$ cat src/rtl/fetch_unit_if.sv
// Fetch-stage bus bundle: instruction memory port, branch redirect
// from execute and the instruction handshake toward decode.
interface fetch_unit_if;
  logic        imem_req;
  logic [31:0] imem_addr;
  logic        imem_gnt;
  logic        imem_rvalid;
  logic [31:0] imem_rdata;
  logic        redirect;
  logic [31:0] redirect_pc;
  logic        instr_valid;
  logic [31:0] instr;
  logic [31:0] instr_pc;
  logic        instr_ready;

  modport master (
    output imem_req, imem_addr,
    input  imem_gnt, imem_rvalid, imem_rdata,
    input  redirect, redirect_pc,
    output instr_valid, instr, instr_pc,
    input  instr_ready
  );

  modport slave (
    input  imem_req, imem_addr,
    output imem_gnt, imem_rvalid, imem_rdata,
    output redirect, redirect_pc,
    input  instr_valid, instr, instr_pc,
    output instr_ready
  );
endinterface

$ cat src/rtl/fetch_unit.sv
// Instruction fetch stage: PC, credit-limited imem requests and a
// two-entry instruction buffer toward decode, with branch redirect.
module fetch_unit #(
  parameter logic [31:0] RESET_PC = 32'h0000_0000
) (
  input logic          clk,
  input logic          reset,
  fetch_unit_if.master bus
);

  logic [31:0]      fetch_pc_q, fetch_pc_d;
  logic [31:0]      resp_pc_q, resp_pc_d;
  logic [1:0][31:0] fpc_q, fpc_d;
  logic [1:0][31:0] fins_q, fins_d;
  logic             rd_q, rd_d;
  logic [1:0]       count_q, count_d;
  logic [1:0]       inflight_q, inflight_d;
  logic [1:0]       discard_q, discard_d;

  logic [2:0]  credit;
  logic [31:0] target;
  logic        gnt_fire;
  logic        rsp;
  logic        push;
  logic        pop;
  logic        wr_ptr;

  // Buffered plus outstanding words never exceed the buffer depth.
  assign credit = {1'b0, count_q} + {1'b0, inflight_q};
  assign target = bus.redirect_pc & 32'hFFFF_FFFC;

  assign bus.imem_req    = !reset && !bus.redirect
                         && (credit < 3'd2);
  assign bus.imem_addr   = fetch_pc_q;
  assign bus.instr_valid = (count_q != 2'd0) && !bus.redirect;
  assign bus.instr       = fins_q[rd_q];
  assign bus.instr_pc    = fpc_q[rd_q];

  assign gnt_fire = bus.imem_req && bus.imem_gnt;
  assign rsp      = bus.imem_rvalid && (inflight_q != 2'd0);
  assign pop      = bus.instr_valid && bus.instr_ready;
  assign push     = rsp && !bus.redirect
                  && (discard_q == 2'd0);
  assign wr_ptr   = rd_q ^ count_q[0];

  always_comb begin
    fetch_pc_d = fetch_pc_q;
    resp_pc_d  = resp_pc_q;
    fpc_d      = fpc_q;
    fins_d     = fins_q;
    rd_d       = rd_q;
    count_d    = count_q;
    inflight_d = inflight_q;
    discard_d  = discard_q;
    if (bus.redirect) begin
      fetch_pc_d = target;
      resp_pc_d  = target;
      count_d    = 2'd0;
      rd_d       = 1'b0;
      inflight_d = inflight_q - {1'b0, rsp};
      discard_d  = inflight_q - {1'b0, rsp};
    end else begin
      if (gnt_fire) begin
        fetch_pc_d = fetch_pc_q + 32'd4;
      end
      inflight_d = inflight_q + {1'b0, gnt_fire}
                 - {1'b0, rsp};
      if (rsp && (discard_q != 2'd0)) begin
        discard_d = discard_q - 2'd1;
      end
      if (push) begin
        fpc_d[wr_ptr]  = resp_pc_q;
        fins_d[wr_ptr] = bus.imem_rdata;
        resp_pc_d      = resp_pc_q + 32'd4;
      end
      if (pop) begin
        rd_d = ~rd_q;
      end
      count_d = count_q + {1'b0, push} - {1'b0, pop};
    end
  end

  always_ff @(posedge clk or posedge reset) begin
    if (reset) begin
      fetch_pc_q <= RESET_PC;
      resp_pc_q  <= RESET_PC;
      fpc_q      <= '0;
      fins_q     <= '0;
      rd_q       <= 1'b0;
      count_q    <= 2'd0;
      inflight_q <= 2'd0;
      discard_q  <= 2'd0;
    end else begin
      fetch_pc_q <= fetch_pc_d;
      resp_pc_q  <= resp_pc_d;
      fpc_q      <= fpc_d;
      fins_q     <= fins_d;
      rd_q       <= rd_d;
      count_q    <= count_d;
      inflight_q <= inflight_d;
      discard_q  <= discard_d;
    end
  end

endmodule

$ cat src/flat_wrapper.sv
// flat-port wrapper written by rule: the top's interface ports become plain ports
module fetch_unit_flat 
#(
  parameter logic [31:0] RESET_PC = 32'h0000_0000
)
  (clk, reset, bus_imem_req, bus_imem_addr, bus_imem_gnt, bus_imem_rvalid, bus_imem_rdata, bus_redirect, bus_redirect_pc, bus_instr_valid, bus_instr, bus_instr_pc, bus_instr_ready);
  fetch_unit_if bus_i ();
  input logic clk;
  input logic reset;
  output wire logic [$bits(bus_i.imem_req)-1:0] bus_imem_req;
  output wire logic [$bits(bus_i.imem_addr)-1:0] bus_imem_addr;
  input wire logic [$bits(bus_i.imem_gnt)-1:0] bus_imem_gnt;
  input wire logic [$bits(bus_i.imem_rvalid)-1:0] bus_imem_rvalid;
  input wire logic [$bits(bus_i.imem_rdata)-1:0] bus_imem_rdata;
  input wire logic [$bits(bus_i.redirect)-1:0] bus_redirect;
  input wire logic [$bits(bus_i.redirect_pc)-1:0] bus_redirect_pc;
  output wire logic [$bits(bus_i.instr_valid)-1:0] bus_instr_valid;
  output wire logic [$bits(bus_i.instr)-1:0] bus_instr;
  output wire logic [$bits(bus_i.instr_pc)-1:0] bus_instr_pc;
  input wire logic [$bits(bus_i.instr_ready)-1:0] bus_instr_ready;
  assign bus_imem_req = bus_i.imem_req;
  assign bus_imem_addr = bus_i.imem_addr;
  assign bus_i.imem_gnt = bus_imem_gnt;
  assign bus_i.imem_rvalid = bus_imem_rvalid;
  assign bus_i.imem_rdata = bus_imem_rdata;
  assign bus_i.redirect = bus_redirect;
  assign bus_i.redirect_pc = bus_redirect_pc;
  assign bus_instr_valid = bus_i.instr_valid;
  assign bus_instr = bus_i.instr;
  assign bus_instr_pc = bus_i.instr_pc;
  assign bus_i.instr_ready = bus_instr_ready;
  fetch_unit #(.RESET_PC(RESET_PC)) u_core (.clk(clk), .reset(reset), .bus(bus_i));
endmodule
$ cat config.mk
export PLATFORM = sky130hd
export DESIGN_NAME = fetch_unit_flat
export DESIGN_NICKNAME = d
export VERILOG_FILES = /design/src/rtl/fetch_unit_if.sv /design/src/rtl/fetch_unit.sv /design/src/flat_wrapper.sv
export SDC_FILE = /design/constraint.sdc
export NUM_CORES = 1
export LEC_CHECK = 0
export BUFFER_PORTS_ARGS = -buffer_cell sky130_fd_sc_hd__buf_2
export CORE_ASPECT_RATIO = 0.75
export CORE_MARGIN = 5
export CORE_UTILIZATION = 45
export DETAILED_ROUTE_END_ITERATION = 7
export PLACE_DENSITY = 0.76
export SLEW_MARGIN = 20
export SYNTH_ARGS = -nofsm -noshare
export SYNTH_HDL_FRONTEND = slang
export SYNTH_SLANG_ARGS = --single-unit
$ cat constraint.sdc
create_clock -name clk -period 13.5 [get_ports clk]
set_input_delay 2.7 -clock clk [delete_from_list [all_inputs] [get_ports clk]]
set_output_delay 2.7 -clock clk [all_outputs]
set_load 0.005 [all_outputs]
==> metrics.txt, run 1 <==
status=finished, final reports clean; CP Launch Point=bus_redirect; design area=10800 um2; Slew Limit Fails=0; RSZ-0062 raised after global routing=false; Clk Latency, worst-skew pair=0.42 ns; post-CTS setup buffers=0; flop2flop setup slack=9.91 ns; Tcrit/Tclk final=47.61%; port bufs=between 150 and 200; hold-fix buffer count after cts=0; Tot GR Track Use=18.98%; Root Buffer=clkbuf_16; most used cell, CP=buf_2; Core Area=20100 um2; crit path cell chain=buf_2 > buf_4 > nor4_2 > buf_2; pre-CTS WS=7.044 ns; worst path arrival time=approximately 3.7 ns; Static Leak=4.948 nW; critical path capture point type=output pin; Avg Cell Area, Syn=12.29 um2; share of layout cells above drive strength 1=between 40% and 50%; final hold vios=0; # Max-Cap Violations=0; initial antenna violation count=1; Worst EP required=10.80 ns; largest net degree at the start of global routing=between 100 and 150; drt total wl=21.73 mm; DRT Pass-1 Iters=5; Hold Path End=u_core.fins_q[8]; Via Count=6391; Initial Util=45.38%; Vias per Instance=approximately 5.5; GR Overflow Total=0; Crit-path slowest cell=nor4_2; post-cts resize count=0; Initial DRC Count=507; startpoint types=input port; post-route ant nets=0; reg2reg path depth=5; Final Net Count=969; fmax=between 150 and 200 MHz; # DRC=0; Ys Warns=0; placed wire-length estimate=roughly 15 mm; CTS buffer count=17; Post-synth top cells=dfrtp_1 (191), mux2_2 (183), nand2_1 (59); worst r2r src=u_core.rd_q; Reg-to-Reg End=u_core.fins_q[28]; CTS tree=done; register area share after synthesis=between 50 and 60%; TNS Setup=0 ns; area leader, netlist=dfrtp_1; # setup viols final=0; cell area after synthesis=9122 um2; ys async rst share=100.0%; hold depth=1; Syn Inst Count=742; worst hold start=u_core.fins_q[8]; Pwr Density=188.1 nW/um2; top-count cell post-synth=dfrtp_1; slew of the pin with the lowest slew margin=between 0.9 and 1 ns; Hold Path Class=flop to flop; EDFF count, synth=0; Die X=174.4 um; Die Area=23250 um2; Slowest Stage Delay on Critical Path=between 0.4 and 0.5 ns; Worst Slack Setup Final=7.073 ns; # clock sinks=191; CP max FO=66; # diodes=0; synthesized flop and latch total=191; RePlAce Congestion=0.7859; CTS max path bufs=2; Core Rows=45; first-pass GRT wire length=35.42 mm; Tmin final=6.427 ns; synthesis-to-finish area growth=18.43%; # IOs=168; synth unique cells=49; vias in the first global route=6582; dpl cell area=10120 um2; Synth Flop Type=dfrtp_1; top cell type's share of synthesized area=52.39%; Setup CP Type=input port to output pin; Clock transition at path regs=roughly 0.07 ns; CTS HTree Levels=4; Final Skew=0.009439 ns; die height=133.3 um; Max transition margin=34.97%; wire per inst=~19 um; ranking of synthesized cells by area=dfrtp_1 (52%), mux2_2 (23%), xor2_1 (2.7%), nand2_1 (2.4%), o21ai_0 (2.4%); worst vdd ir=0.00009393 V
## registers in the layout, summed over array words and instances (netlist names)
register              cells
u_core.discard_q          2
u_core.fins_q            64
u_core.bus.imem_addr     30
u_core.rd_q               1
u_core.inflight_q         2
u_core.count_q            2
u_core.resp_pc_q         30
u_core.fpc_q             60
## worst max-delay path: cells and delay by family
family	cells	cell delay [ns]
buffers and inverters	3	0.59
and+or+nand+nor	1	0.42
## per-stage QoR
step | utilization (%) | instances | power, mW | hold slack (ns)
final | 53.75 | 1162 | 2.032 | 0.4794
after detailed placement | 50.35 | 1129 | 1.491 | 0.4720
after global placement | 50.35 | 1129 | 1.461 | 0.4636
after floorplan | - | 745 | 1.261 | 0.4541
after global routing | 53.75 | 1162 | 2.163 | 0.5129
after CTS | 53.59 | 1161 | 2.055 | 0.4880
## metal layers
metal	routed length, um	track usage (%)	vias to the layer above	part of all wire (%)
li1	-	-	2973	-
met1	10300	26.99	3222	47
met2	9697	28.72	168	45
met3	1387	5.277	26	6.4
met4	335	5.231	2	1.5
met5	7	0	-	0.032
## logic make-up after synthesis
| family | after synthesis | share of synthesized area, % |
|---|---|---|
| flops | 191 | 52.39 |
| simple gates | 173 | 10.60 |
| fa+ha+maj | 8 | 1.180 |
| mux | 189 | 23.30 |
| buf+inv | 55 | 2.839 |
| xor+xnor | 36 | 3.456 |
| other cells | 1 | 0.04111 |
| compound gates | 89 | 6.186 |
## cell type report
cell class	instances	area (um2)
repair buffers	168	878.3
multi-input cells	499	4111
fillers	1713	9296
well taps	258	322.8
flip-flops and latches	191	4781
inverters	14	60.06
clock inverters	13	207.7
clock buffers	19	442.9
## worst max-delay path by stage
stage / endpoint / depth (start not counted)
after floorplan: u_core.bus.imem_addr[10] / 1
after global placement: bus_imem_req / 4
after detailed placement: bus_imem_req / 4
after CTS: bus_imem_req / 4
after global routing: bus_imem_req / 4
final: bus_imem_req / 4
## power by group
part | internal, mW | switching [mW] | total, mW
clock network | 0.336 | 0.222 | 0.558
logic | 0.348 | 0.252 | 0.600
registers | 0.758 | 0.116 | 0.874
total | 1.44 | 0.590 | 2.03
## cell usage in the layout, fill, tap and decap left out, drive strengths merged, types with 5 or more instances in the layout
cell / synthesis / final
o311ai: 12 / 12
buf: 24 / 168
nand3: 30 / 30
nor4: 7 / 7
o211ai: 17 / 17
clkbuf: 17 / 19
nor2: 23 / 23
ha: 7 / 7
and3: 12 / 12
xor2: 28 / 28
a21oi: 6 / 6
nand4: 21 / 21
mux2: 187 / 187
and4: 5 / 5
o21ai: 44 / 44
inv: 13 / 17
nand2: 61 / 61
dfrtp: 191 / 191
bufinv: 0 / 5
xnor2: 8 / 8
Power figures use the tool's default switching activity.
==> inputs of run 2 (changes only) <==
PLACE_DENSITY = 0.78   (was 0.76)
clock period = 5.8 ns   (was 13.5 ns; I/O delays follow)
==> run 2 against run 1 <==
Utilization down 0.36 points. Register-to-register slack worse by 7.3 ns. Sequential share of layout area up 0.30 points. Design area down 0.67%. Critical path depth down 1. Clock-buffer cell count unchanged. Hold slack better by 0.0045 ns. Global-route usage about the same. Sequential power up 130%. Clock power up 120%. Power up 130%. Critical endpoint is now bus_instr_pc[21]. Largest cell class unchanged. Largest power group unchanged.
==> metrics.txt, run 2 (synthesis gave the netlist of run 1 again) <==
# diodes=0; # clock sinks=~190; status=finished, final reports clean; port bufs=161; Clock transition at path regs=about 0.07 ns; share of layout cells above drive strength 1=44.61%; crit path cell chain=buf_4 > mux2_2 > buf_2; top flop regs=u_core.fins_q (64), u_core.fpc_q (60); clock power share=roughly a quarter; synthesis-to-finish area growth=17.64%; worst hold start=u_core.fins_q[8]; Crit-path slowest cell=dfrtp_2; DRT Pass-1 Iters=5; CTS max path bufs=2; Final Skew=0.01178 ns; worst r2r src=u_core.discard_q[0]; RSZ-0062 raised after global routing=false; Via Count=6403; Hold Path Class=flop to flop; Final Net Count=970; Max transition margin=30.23%; RePlAce Congestion=0.8170; sw frac=between 20% and 30%; startpoint types=flop; Worst EP required=4.64 ns; post-CTS setup buffers=0; slew of the pin with the lowest slew margin=1.047 ns; GR Overflow Total=0; Static Leak=between 4 and 5 nW; initial antenna violation count=1; # Max-Cap Violations=0; hold-fix buffer count after cts=0; Die Area=23250 um2; CP max FO=39; placed wire-length estimate=about 15 mm; most common cell after layout, fill and taps aside=dfrtp_1; critical path capture point type=output pin; Root Buffer=clkbuf_16; Int Power=approximately 3.3 mW; wire per inst=approximately 19 um; fmax=approximately 280 MHz; Slew Limit Fails=0; post-route ant nets=0; Core Area=20100 um2; Die X=174.4 um; post-cts resize count=0; Most flops, register=u_core.fins_q; worst vdd ir=0.0001930 V; Tcrit/Tclk final=61.27%; vias in the first global route=6601; CP Launch Point=u_core.rd_q; Slowest Stage Delay on Critical Path=0.81 ns; Initial Util=45.38%; Core Rows=45; combinational fraction of design power=29.7%; Pwr Density=430.0 nW/um2; most frequent cells in the layout=dfrtp_1 (190), mux2_2 (183), buf_2 (161); Setup CP Type=flop to output pin; Non-Filler Instances=1157; Bufs and invs on worst path=2; Initial DRC Count=395; TNS Setup=0 ns; Tmin final=between 3 and 4 ns; CTS buffer count=17; fillers=1716; max reg flops=64; FF+latch area=4781 um2; die height=133.3 um; critical path's top delay family=flip-flops; CTS tree=done; CTS HTree Levels=4; # setup viols final=0; sequential group share of total power=44.2%; first-pass GRT wire length=35.40 mm; placed insts=roughly 1.1k; Switch Pwr=approximately 1.3 mW; drt total wl=around 21 mm; Vias per Instance=5.534; dpl cell area=10150 um2; # IOs=roughly 170; final hold vios=0; worst hold margin=0.4839 ns; # DRC=0; largest net degree at the start of global routing=156; Tot GR Track Use=18.96%; final core utilization=53.39%; design area=between 10000 and 15000 um2; Clk Latency, worst-skew pair=0.42 ns; area taken by multi-input logic gates=4109 um2; worst path arrival time=2.39 ns
[run 2: layout make-up]
cell class                 instances  share of cell area [%]
clock buffer                      19                   4.127
multi-input combinational        499                   38.29
sequential                       191                   44.55
clock inverter                     7                   1.317
timing repair buffer             169                   8.185
tap                              258                   3.008
inverter                          14                  0.5247
[run 2: path summary, 6_finish.rpt]
| kind | to | slack (ns) | depth (start not counted) |
|---|---|---|---|
| max reg2reg | u_core.fins_q[60] | 2.62 | 7 |
| min reg2reg | u_core.fins_q[8] | 0.48 | 1 |
| min | u_core.fins_q[8] | 0.48 | 1 |
| min in group asynchronous | u_core.fins_q[48] | 0.91 | 2 |
| max | bus_instr_pc[21] | 2.25 | 3 |
| max in group asynchronous | u_core.fins_q[60] | 3.57 | 3 |
[run 2: power by group through the flow]
stage,clock network [mW],logic [mW],registers [mW]
global placement,0,1.36,2.04
detailed placement,0,1.39,2.07
finish,1.20,1.37,2.04
CTS,1.23,1.40,2.04
global route,1.29,1.53,2.10
floorplan,0,0.968,1.97
[run 2: routing by layer]
metal,GRT usage [%],vias up,routed length [um]
met2,29.02,210,9873
met3,4.681,26,1505
li1,-,2970,-
met4,4.923,2,297
met1,27.17,3195,9799
met5,0,-,7
[run 2: through the flow]
step	worst slack (ns)	total power, mW
2_1_floorplan	2.178	2.936
3_3_place_gp	1.996	3.392
3_5_place_dp	1.923	3.457
4_1_cts	2.164	4.679
5_1_grt	2.096	4.926
6_report	2.246	4.615
